--- src/rtl/mem_access_ctrl_pkg.sv ---
// Shared types and defaults for the main-memory access sequencer.
// Holds the FSM state encoding and the default bus widths/timeout.
package mem_access_ctrl_pkg;

    typedef enum logic [1:0] {
        IDLE = 2'd0,
        REQ  = 2'd1,
        DONE = 2'd2
    } mac_state_e;

    localparam int MAC_DEF_DATAWIDTH_ADDR = 32;
    localparam int MAC_DEF_DATAWIDTH_DATA = 32;
    localparam int MAC_DEF_TIMEOUT_CYCLES = 255;

endpackage

--- src/rtl/mem_access_ctrl_timeout_counter.sv ---
// Bounded-wait counter for the REQ state: clear on entry, count while
// waiting, saturate at TIMEOUT_CYCLES-1.
// Ports: clk_i, rst_i (sync, active-high), clear_i, enable_i, expired_o.
module mem_access_timeout_counter #(
    parameter int TIMEOUT_CYCLES    = 255,
    parameter int DATAWIDTH_TIMEOUT = 8
) (
    input  logic clk_i,
    input  logic rst_i,
    input  logic clear_i,
    input  logic enable_i,
    output logic expired_o
);

    localparam logic [DATAWIDTH_TIMEOUT-1:0] LAST =
        DATAWIDTH_TIMEOUT'(TIMEOUT_CYCLES - 1);

    logic [DATAWIDTH_TIMEOUT-1:0] cnt_q;
    logic [DATAWIDTH_TIMEOUT-1:0] cnt_d;

    always_comb begin
        cnt_d = cnt_q;
        if (clear_i) begin
            cnt_d = '0;
        end else if (enable_i && (cnt_q != LAST)) begin
            cnt_d = cnt_q + DATAWIDTH_TIMEOUT'(1);
        end
    end

    // Pulse only in a waiting cycle that has reached the limit.
    assign expired_o = enable_i && (cnt_q == LAST);

    always_ff @(posedge clk_i) begin
        if (rst_i) begin
            cnt_q <= '0;
        end else begin
            cnt_q <= cnt_d;
        end
    end

endmodule

--- src/rtl/mem_access_ctrl.sv ---
// Memory access sequencer: turns MIR RD/WR strobes into a held memory
// request, returns read data and a one-cycle ack (with err on timeout or
// illegal request).
// Ports: clock/reset, mac_* (control/datapath side), mem_* (memory side).
// Option: MEM_ACCESS_CTRL_ALIGN_CHECK_EN rejects non-word-aligned accesses.
module mem_access_ctrl
    import mem_access_ctrl_pkg::*;
#(
    parameter int DATAWIDTH_ADDR    = MAC_DEF_DATAWIDTH_ADDR,
    parameter int DATAWIDTH_DATA    = MAC_DEF_DATAWIDTH_DATA,
    parameter int TIMEOUT_CYCLES    = MAC_DEF_TIMEOUT_CYCLES,
    parameter int DATAWIDTH_TIMEOUT = 8
) (
    input  logic                      MEM_ACCESS_CTRL_CLOCK_50,
    input  logic                      MEM_ACCESS_CTRL_RESET_InHigh,
    input  logic                      mac_rd,
    input  logic                      mac_wr,
    input  logic [DATAWIDTH_ADDR-1:0] mac_addr,
    input  logic [DATAWIDTH_DATA-1:0] mac_wdata,
    output logic                      mac_ack,
    output logic                      mac_err,
    output logic [DATAWIDTH_DATA-1:0] mac_rdata,
    output logic                      mem_req,
    output logic                      mem_we,
    output logic [DATAWIDTH_ADDR-1:0] mem_addr,
    output logic [DATAWIDTH_DATA-1:0] mem_wdata,
    input  logic                      mem_ready,
    input  logic [DATAWIDTH_DATA-1:0] mem_rdata
);

    mac_state_e state_q, state_d;

    logic                      req_q, req_d;
    logic                      we_q, we_d;
    logic                      err_q, err_d;
    logic [DATAWIDTH_ADDR-1:0] addr_q, addr_d;
    logic [DATAWIDTH_DATA-1:0] wdata_q, wdata_d;
    logic [DATAWIDTH_DATA-1:0] rdata_q, rdata_d;

    logic cnt_clr;
    logic cnt_en;
    logic expired;
    logic misaligned;

`ifdef MEM_ACCESS_CTRL_ALIGN_CHECK_EN
    assign misaligned = (mac_addr[1:0] != 2'b00);
`else
    assign misaligned = 1'b0;
`endif

    mem_access_timeout_counter #(
        .TIMEOUT_CYCLES   (TIMEOUT_CYCLES),
        .DATAWIDTH_TIMEOUT(DATAWIDTH_TIMEOUT)
    ) u_tmo (
        .clk_i    (MEM_ACCESS_CTRL_CLOCK_50),
        .rst_i    (MEM_ACCESS_CTRL_RESET_InHigh),
        .clear_i  (cnt_clr),
        .enable_i (cnt_en),
        .expired_o(expired)
    );

    always_comb begin
        state_d = state_q;
        req_d   = req_q;
        we_d    = we_q;
        err_d   = err_q;
        addr_d  = addr_q;
        wdata_d = wdata_q;
        rdata_d = rdata_q;
        cnt_clr = 1'b0;
        cnt_en  = 1'b0;
        unique case (state_q)
            IDLE: begin
                if (mac_rd && mac_wr) begin
                    err_d   = 1'b1;
                    state_d = DONE;
                end else if (mac_rd || mac_wr) begin
                    if (misaligned) begin
                        err_d   = 1'b1;
                        state_d = DONE;
                    end else begin
                        addr_d  = mac_addr;
                        wdata_d = mac_wdata;
                        we_d    = mac_wr;
                        req_d   = 1'b1;
                        cnt_clr = 1'b1;
                        state_d = REQ;
                    end
                end
            end
            REQ: begin
                // Ready takes priority over a timeout in the same cycle.
                if (mem_ready) begin
                    req_d   = 1'b0;
                    err_d   = 1'b0;
                    state_d = DONE;
                    if (!we_q) begin
                        rdata_d = mem_rdata;
                    end
                end else begin
                    cnt_en = 1'b1;
                    if (expired) begin
                        req_d   = 1'b0;
                        err_d   = 1'b1;
                        state_d = DONE;
                    end
                end
            end
            DONE: begin
                state_d = IDLE;
            end
            default: begin
                state_d = IDLE;
                req_d   = 1'b0;
            end
        endcase
    end

    always_ff @(posedge MEM_ACCESS_CTRL_CLOCK_50) begin
        if (MEM_ACCESS_CTRL_RESET_InHigh) begin
            state_q <= IDLE;
            req_q   <= 1'b0;
            we_q    <= 1'b0;
            err_q   <= 1'b0;
            addr_q  <= '0;
            wdata_q <= '0;
            rdata_q <= '0;
        end else begin
            state_q <= state_d;
            req_q   <= req_d;
            we_q    <= we_d;
            err_q   <= err_d;
            addr_q  <= addr_d;
            wdata_q <= wdata_d;
            rdata_q <= rdata_d;
        end
    end

    assign mac_ack   = (state_q == DONE);
    assign mac_err   = mac_ack && err_q;
    assign mac_rdata = rdata_q;
    assign mem_req   = req_q;
    assign mem_we    = we_q;
    assign mem_addr  = addr_q;
    assign mem_wdata = wdata_q;

endmodule
--- config.mk ---
export PLATFORM = sky130hd
export DESIGN_NAME = mem_access_ctrl
export DESIGN_NICKNAME = d
export VERILOG_FILES = /design/src/rtl/mem_access_ctrl_pkg.sv /design/src/rtl/mem_access_ctrl_timeout_counter.sv /design/src/rtl/mem_access_ctrl.sv
export SDC_FILE = /design/constraint.sdc
export NUM_CORES = 1
export LEC_CHECK = 0
export BUFFER_PORTS_ARGS = -buffer_cell sky130_fd_sc_hd__buf_4
export CORE_ASPECT_RATIO = 1.75
export CORE_MARGIN = 8
export CORE_UTILIZATION = 41
export DETAILED_ROUTE_END_ITERATION = 10
export GPL_TIMING_DRIVEN = 1
export PLACE_DENSITY_LB_ADDON = 0.15
export SYNTH_ARGS = -nofsm -noshare
export SYNTH_HDL_FRONTEND = slang
export SYNTH_SLANG_ARGS = --single-unit
--- constraint.sdc ---
create_clock -name MEM_ACCESS_CTRL_CLOCK_50 -period 1.9 [get_ports MEM_ACCESS_CTRL_CLOCK_50]
set_clock_uncertainty 0.2 [all_clocks]
set_input_delay 0.19 -clock MEM_ACCESS_CTRL_CLOCK_50 [delete_from_list [all_inputs] [get_ports MEM_ACCESS_CTRL_CLOCK_50]]
set_output_delay 0.19 -clock MEM_ACCESS_CTRL_CLOCK_50 [all_outputs]
set_load 0.01 [all_outputs]
==> report_table.html <==
<table>
<tr><th>Metric</th><th>Value</th></tr>
<tr><th colspan="2">STA</th></tr>
<tr><td>Summed negative setup slack over all endpoints</td><td>0 ns</td></tr>
<tr><td>Transition time of the tightest slew-check pin</td><td>approximately 0.44 ns</td></tr>
<tr><td>Final period util</td><td>0.956</td></tr>
<tr><td>Timing-limited maximum frequency</td><td>~550 MHz</td></tr>
<tr><td>Max-slew violation count</td><td>0</td></tr>
<tr><td>Final-report setup violation count</td><td>0</td></tr>
<tr><td>Worst slew margin relative to its limit</td><td>0.706</td></tr>
<tr><td>Final Worst Setup Slack</td><td>~0.084 ns</td></tr>
<tr><td>Final hold violation count</td><td>0</td></tr>
<tr><td>Setup repair after global routing missed its margin</td><td>false</td></tr>
<tr><td>Shortest period the worst path allows</td><td>1.82 ns</td></tr>
<tr><th colspan="2">Setup path</th></tr>
<tr><td>Slowest stage cell, crit path</td><td>sky130_fd_sc_hd__dfxtp_1</td></tr>
<tr><td>Maximum fanout count along the critical path</td><td>4</td></tr>
<tr><td>Type of element capturing the critical path</td><td>flip-flop</td></tr>
<tr><td>FF-to-FF path depth</td><td>6</td></tr>
<tr><td>CP Launch Point</td><td>u_tmo.cnt_q[0]$_SDFFE_PP0P_</td></tr>
<tr><td>Crit-path cells</td><td>inv_1 -&gt; ha_1 -&gt; and3_2 -&gt; a2111oi_4 -&gt; a311oi_1 -&gt; a41o_1</td></tr>
<tr><td>Data arrival time at the worst-slack endpoint</td><td>~1.8 ns</td></tr>
<tr><td>Largest incremental delay on the critical path</td><td>between 0.3 and 0.4 ns</td></tr>
<tr><td>Kind of critical path</td><td>flip-flop to flip-flop</td></tr>
<tr><td>Critical Path Start Type</td><td>flip-flop</td></tr>
<tr><td>Reg2reg start</td><td>u_tmo.cnt_q[0]$_SDFFE_PP0P_</td></tr>
<tr><td>Data required time of the worst path</td><td>between 1.5 and 2 ns</td></tr>
<tr><th colspan="2">Synthesis</th></tr>
<tr><td>Post-synthesis cell area</td><td>between 4000 and 5000 um2</td></tr>
<tr><td>Count of synthesis-stage warnings from yosys</td><td>0</td></tr>
<tr><td>Number of library cell types mapped by synthesis</td><td>33</td></tr>
<tr><td>Avg Synthesized Cell Area</td><td>between 8 and 9 um2</td></tr>
<tr><td>Share of the yosys chip area belonging to registers</td><td>0.545</td></tr>
<tr><td>Net Count, Synth</td><td>roughly 610</td></tr>
<tr><td>Cells after Synth</td><td>500</td></tr>
<tr><td>Main flop type after synthesis</td><td>sky130_fd_sc_hd__dfxtp_1</td></tr>
<tr><td>Total of flip-flops plus latches after synthesis</td><td>around 110</td></tr>
<tr><td>Async SR Flop Fraction</td><td>0</td></tr>
<tr><td>Number of flops mapped to enable cells by yosys</td><td>0</td></tr>
<tr><th colspan="2">Die</th></tr>
<tr><td>Width of the die</td><td>slightly above 90 um</td></tr>
<tr><td>Die area</td><td>approximately 13000 um2</td></tr>
<tr><td>Die height</td><td>between 100 and 150 um</td></tr>
<tr><td>Top-Level Pins</td><td>201</td></tr>
<tr><td>Starting density of the core</td><td>0.414</td></tr>
<tr><td>Count of standard-cell rows</td><td>48</td></tr>
<tr><td>Area of the core</td><td>~9700 um2</td></tr>
<tr><th colspan="2">Route</th></tr>
<tr><td>WL/cell</td><td>about 15 um</td></tr>
<tr><td>Residual DRC count</td><td>0</td></tr>
<tr><td>Residual antenna-violating net count after detailed routing</td><td>0</td></tr>
<tr><td>Count of routing violations after the opening detailed-route iteration</td><td>~170</td></tr>
<tr><td>Average via count per standard cell</td><td>4.83</td></tr>
<tr><td>Vias post-DR</td><td>4433</td></tr>
<tr><td>Number of search-and-repair iterations in the first detailed-routing pass</td><td>5</td></tr>
<tr><td>Total wirelength of the detailed-routed design</td><td>~14000 um</td></tr>
<tr><th colspan="2">Global routing</th></tr>
<tr><td>Via count of the first global-routing pass</td><td>approximately 4600</td></tr>
<tr><td>Global Route Usage Sum</td><td>0.202</td></tr>
<tr><td>Remaining global-route overflow</td><td>0</td></tr>
<tr><td>Global-route wire length before repair</td><td>between 20000 and 25000 um</td></tr>
<tr><td>Maximum number of pins on one net before global-route repair</td><td>roughly 100</td></tr>
<tr><td>Number of antenna violations at the first check in global routing</td><td>2</td></tr>
<tr><th colspan="2">Clock network</th></tr>
<tr><td>Sinks on Clock Net</td><td>between 100 and 150</td></tr>
<tr><td>Post-CTS Repair Setup Buffers</td><td>0</td></tr>
<tr><td>H-tree levels</td><td>3</td></tr>
<tr><td>CTS tree</td><td>done</td></tr>
<tr><td>Clock slew at the register clock pins of the worst setup and hold paths</td><td>~0.06 ns</td></tr>
<tr><td>Buffer depth of the longest clock path</td><td>2</td></tr>
<tr><td>Root buf cell</td><td>sky130_fd_sc_hd__clkbuf_16</td></tr>
<tr><td>Insertion delay to the later sink of the worst-skew pair</td><td>approximately 0.34 ns</td></tr>
<tr><td>Number of buffers inserted during clock tree synthesis</td><td>9</td></tr>
<tr><th colspan="2">Power and ir drop</th></tr>
<tr><td>Pwr Density</td><td>approximately 840 nW/um2</td></tr>
<tr><td>Maximum resistive drop on vdd</td><td>0.000564 V</td></tr>
<tr><td>Final Power</td><td>around 6 mW</td></tr>
<tr><td>Leakage power figure</td><td>just over 3 nW</td></tr>
<tr><th colspan="2">Final layout</th></tr>
<tr><td>Area added between synthesis and finish</td><td>74.7%</td></tr>
<tr><td>Non-filler cells in the finished layout</td><td>~900</td></tr>
<tr><td>Most common cell after layout, fill and taps aside</td><td>sky130_fd_sc_hd__buf_4</td></tr>
<tr><td>Utilization after layout</td><td>0.724</td></tr>
<tr><td>Post-layout nets</td><td>approximately 890</td></tr>
<tr><td>Proportion of layout cells with a drive suffix above 1</td><td>0.297</td></tr>
<tr><td>Most frequent cells in the layout</td><td>sky130_fd_sc_hd__buf_4, sky130_fd_sc_hd__nand2_1, sky130_fd_sc_hd__dfxtp_1</td></tr>
<tr><th colspan="2">Placed design</th></tr>
<tr><td>Final Wtd Congestion</td><td>~0.8</td></tr>
<tr><td>DPL Wire Length</td><td>around 9400 um</td></tr>
<tr><td>Worst Setup Slack post-DPL</td><td>0.0939 ns</td></tr>
<tr><td>Placed insts</td><td>around 800</td></tr>
<tr><td>Number of buffers inserted by port buffering</td><td>200</td></tr>
<tr><th colspan="2">Status</th></tr>
<tr><td>Status</td><td>finished, final reports clean</td></tr>
<tr><th colspan="2">Min path</th></tr>
<tr><td>Hold WC Path Type</td><td>input port to flip-flop</td></tr>
<tr><td>Number of cells on the worst hold path</td><td>3</td></tr>
<tr><td>Min-Delay Startpoint</td><td>MEM_ACCESS_CTRL_RESET_InHigh</td></tr>
<tr><th colspan="2">Job</th></tr>
<tr><td># Max-Cap Violations</td><td>0</td></tr>
</table>
==> metrics by stage <==
step           area [um2]  hold slack (ns)
6_report             7000           0.0681
3_5_place_dp         5650            0.230
2_1_floorplan        4010           0.0866
4_1_cts              6980           0.0594
5_1_grt              7000           0.0804
3_3_place_gp         5650            0.217
==> area by class of cell <==
class,count,area (um2)
inverters,5,18.8
clock buffers,11,243
well taps,125,156
multi-input cells,351,1670
fillers,715,2670
diodes,2,5.00
flip-flops and latches,109,2180
clock inverters,5,108
repair buffers,309,2620
==> cells in the mapped netlist, types with 4 or more instances <==
cell / count / area share
sky130_fd_sc_hd__nand2_1: 196 / 0.18
sky130_fd_sc_hd__xnor2_1: 4 / 0.0087
sky130_fd_sc_hd__nand3_1: 4 / 0.0050
sky130_fd_sc_hd__ha_1: 5 / 0.016
sky130_fd_sc_hd__inv_1: 5 / 0.0047
sky130_fd_sc_hd__nor2_1: 12 / 0.011
sky130_fd_sc_hd__a21oi_1: 101 / 0.13
sky130_fd_sc_hd__dfxtp_1: 109 / 0.54
sky130_fd_sc_hd__clkbuf_1: 23 / 0.022
sky130_fd_sc_hd__buf_2: 9 / 0.011
sky130_fd_sc_hd__a211oi_1: 5 / 0.0094
==> final timing paths <==
path | end | slack (ns)
min reg2reg | mac_rdata[16]$_SDFFE_PP0P_ | 0.25
max | u_tmo.cnt_q[7]$_SDFFE_PP0P_ | 0.08
min | u_tmo.cnt_q[0]$_SDFFE_PP0P_ | 0.07
max reg2reg | u_tmo.cnt_q[7]$_SDFFE_PP0P_ | 0.08
==> where the power goes <==
part           switching, mW  total (mW)  internal [mW]
combinational          0.590        1.23          0.639
sequential            0.0904        2.54           2.45
clock                  0.798        2.13           1.33
total                   1.48        5.90           4.42
==> metal layers <==
| metal | part of all wire | GRT usage | routed length, um | vias up |
|---|---|---|---|---|
| li1 | - | - | - | 2202 |
| met1 | 0.34 | 0.181 | 4750 | 2024 |
| met2 | 0.54 | 0.380 | 7620 | 162 |
| met3 | 0.071 | 0.0608 | 999 | 45 |
| met4 | 0.049 | 0.129 | 688 | 0 |
| met5 | 0 | 0 | 0 | - |
==> state kept, by name, indices dropped and copies added (netlist names) <==
register     count
err_q            1
mac_rdata       32
mem_addr        32
mem_req          1
mem_wdata       32
mem_we           1
state_q          2
u_tmo.cnt_q      8
==> critical path, delay by kind of cell, from the launching register on <==
kind	cells	cell delay, ns
AO/OA/AOI/OAI	3	0.69
adder cells (fa/ha/maj)	1	0.19
buffers and inverters	1	0.05
flip-flops	1	0.34
AND/OR/NAND/NOR	1	0.25
==> logic make-up after synthesis <==
group,Yosys count,synth area share
xor gates and xnor gates,6,0.0131
buffers and inverters,40,0.0440
AOI/OAI and AO/OA,113,0.155
DFF,109,0.545
and+or+nand+nor,227,0.228
adders and majority gates,5,0.0156
==> repair_timing <==
item | in CTS | in global routing
hold buffers | 98 | 0
gates resized for setup | 0 | 3
hold endpoints to repair | 98 | 0
endpoints found under the setup margin | 0 | 5
(Power assumes the default switching activity.)
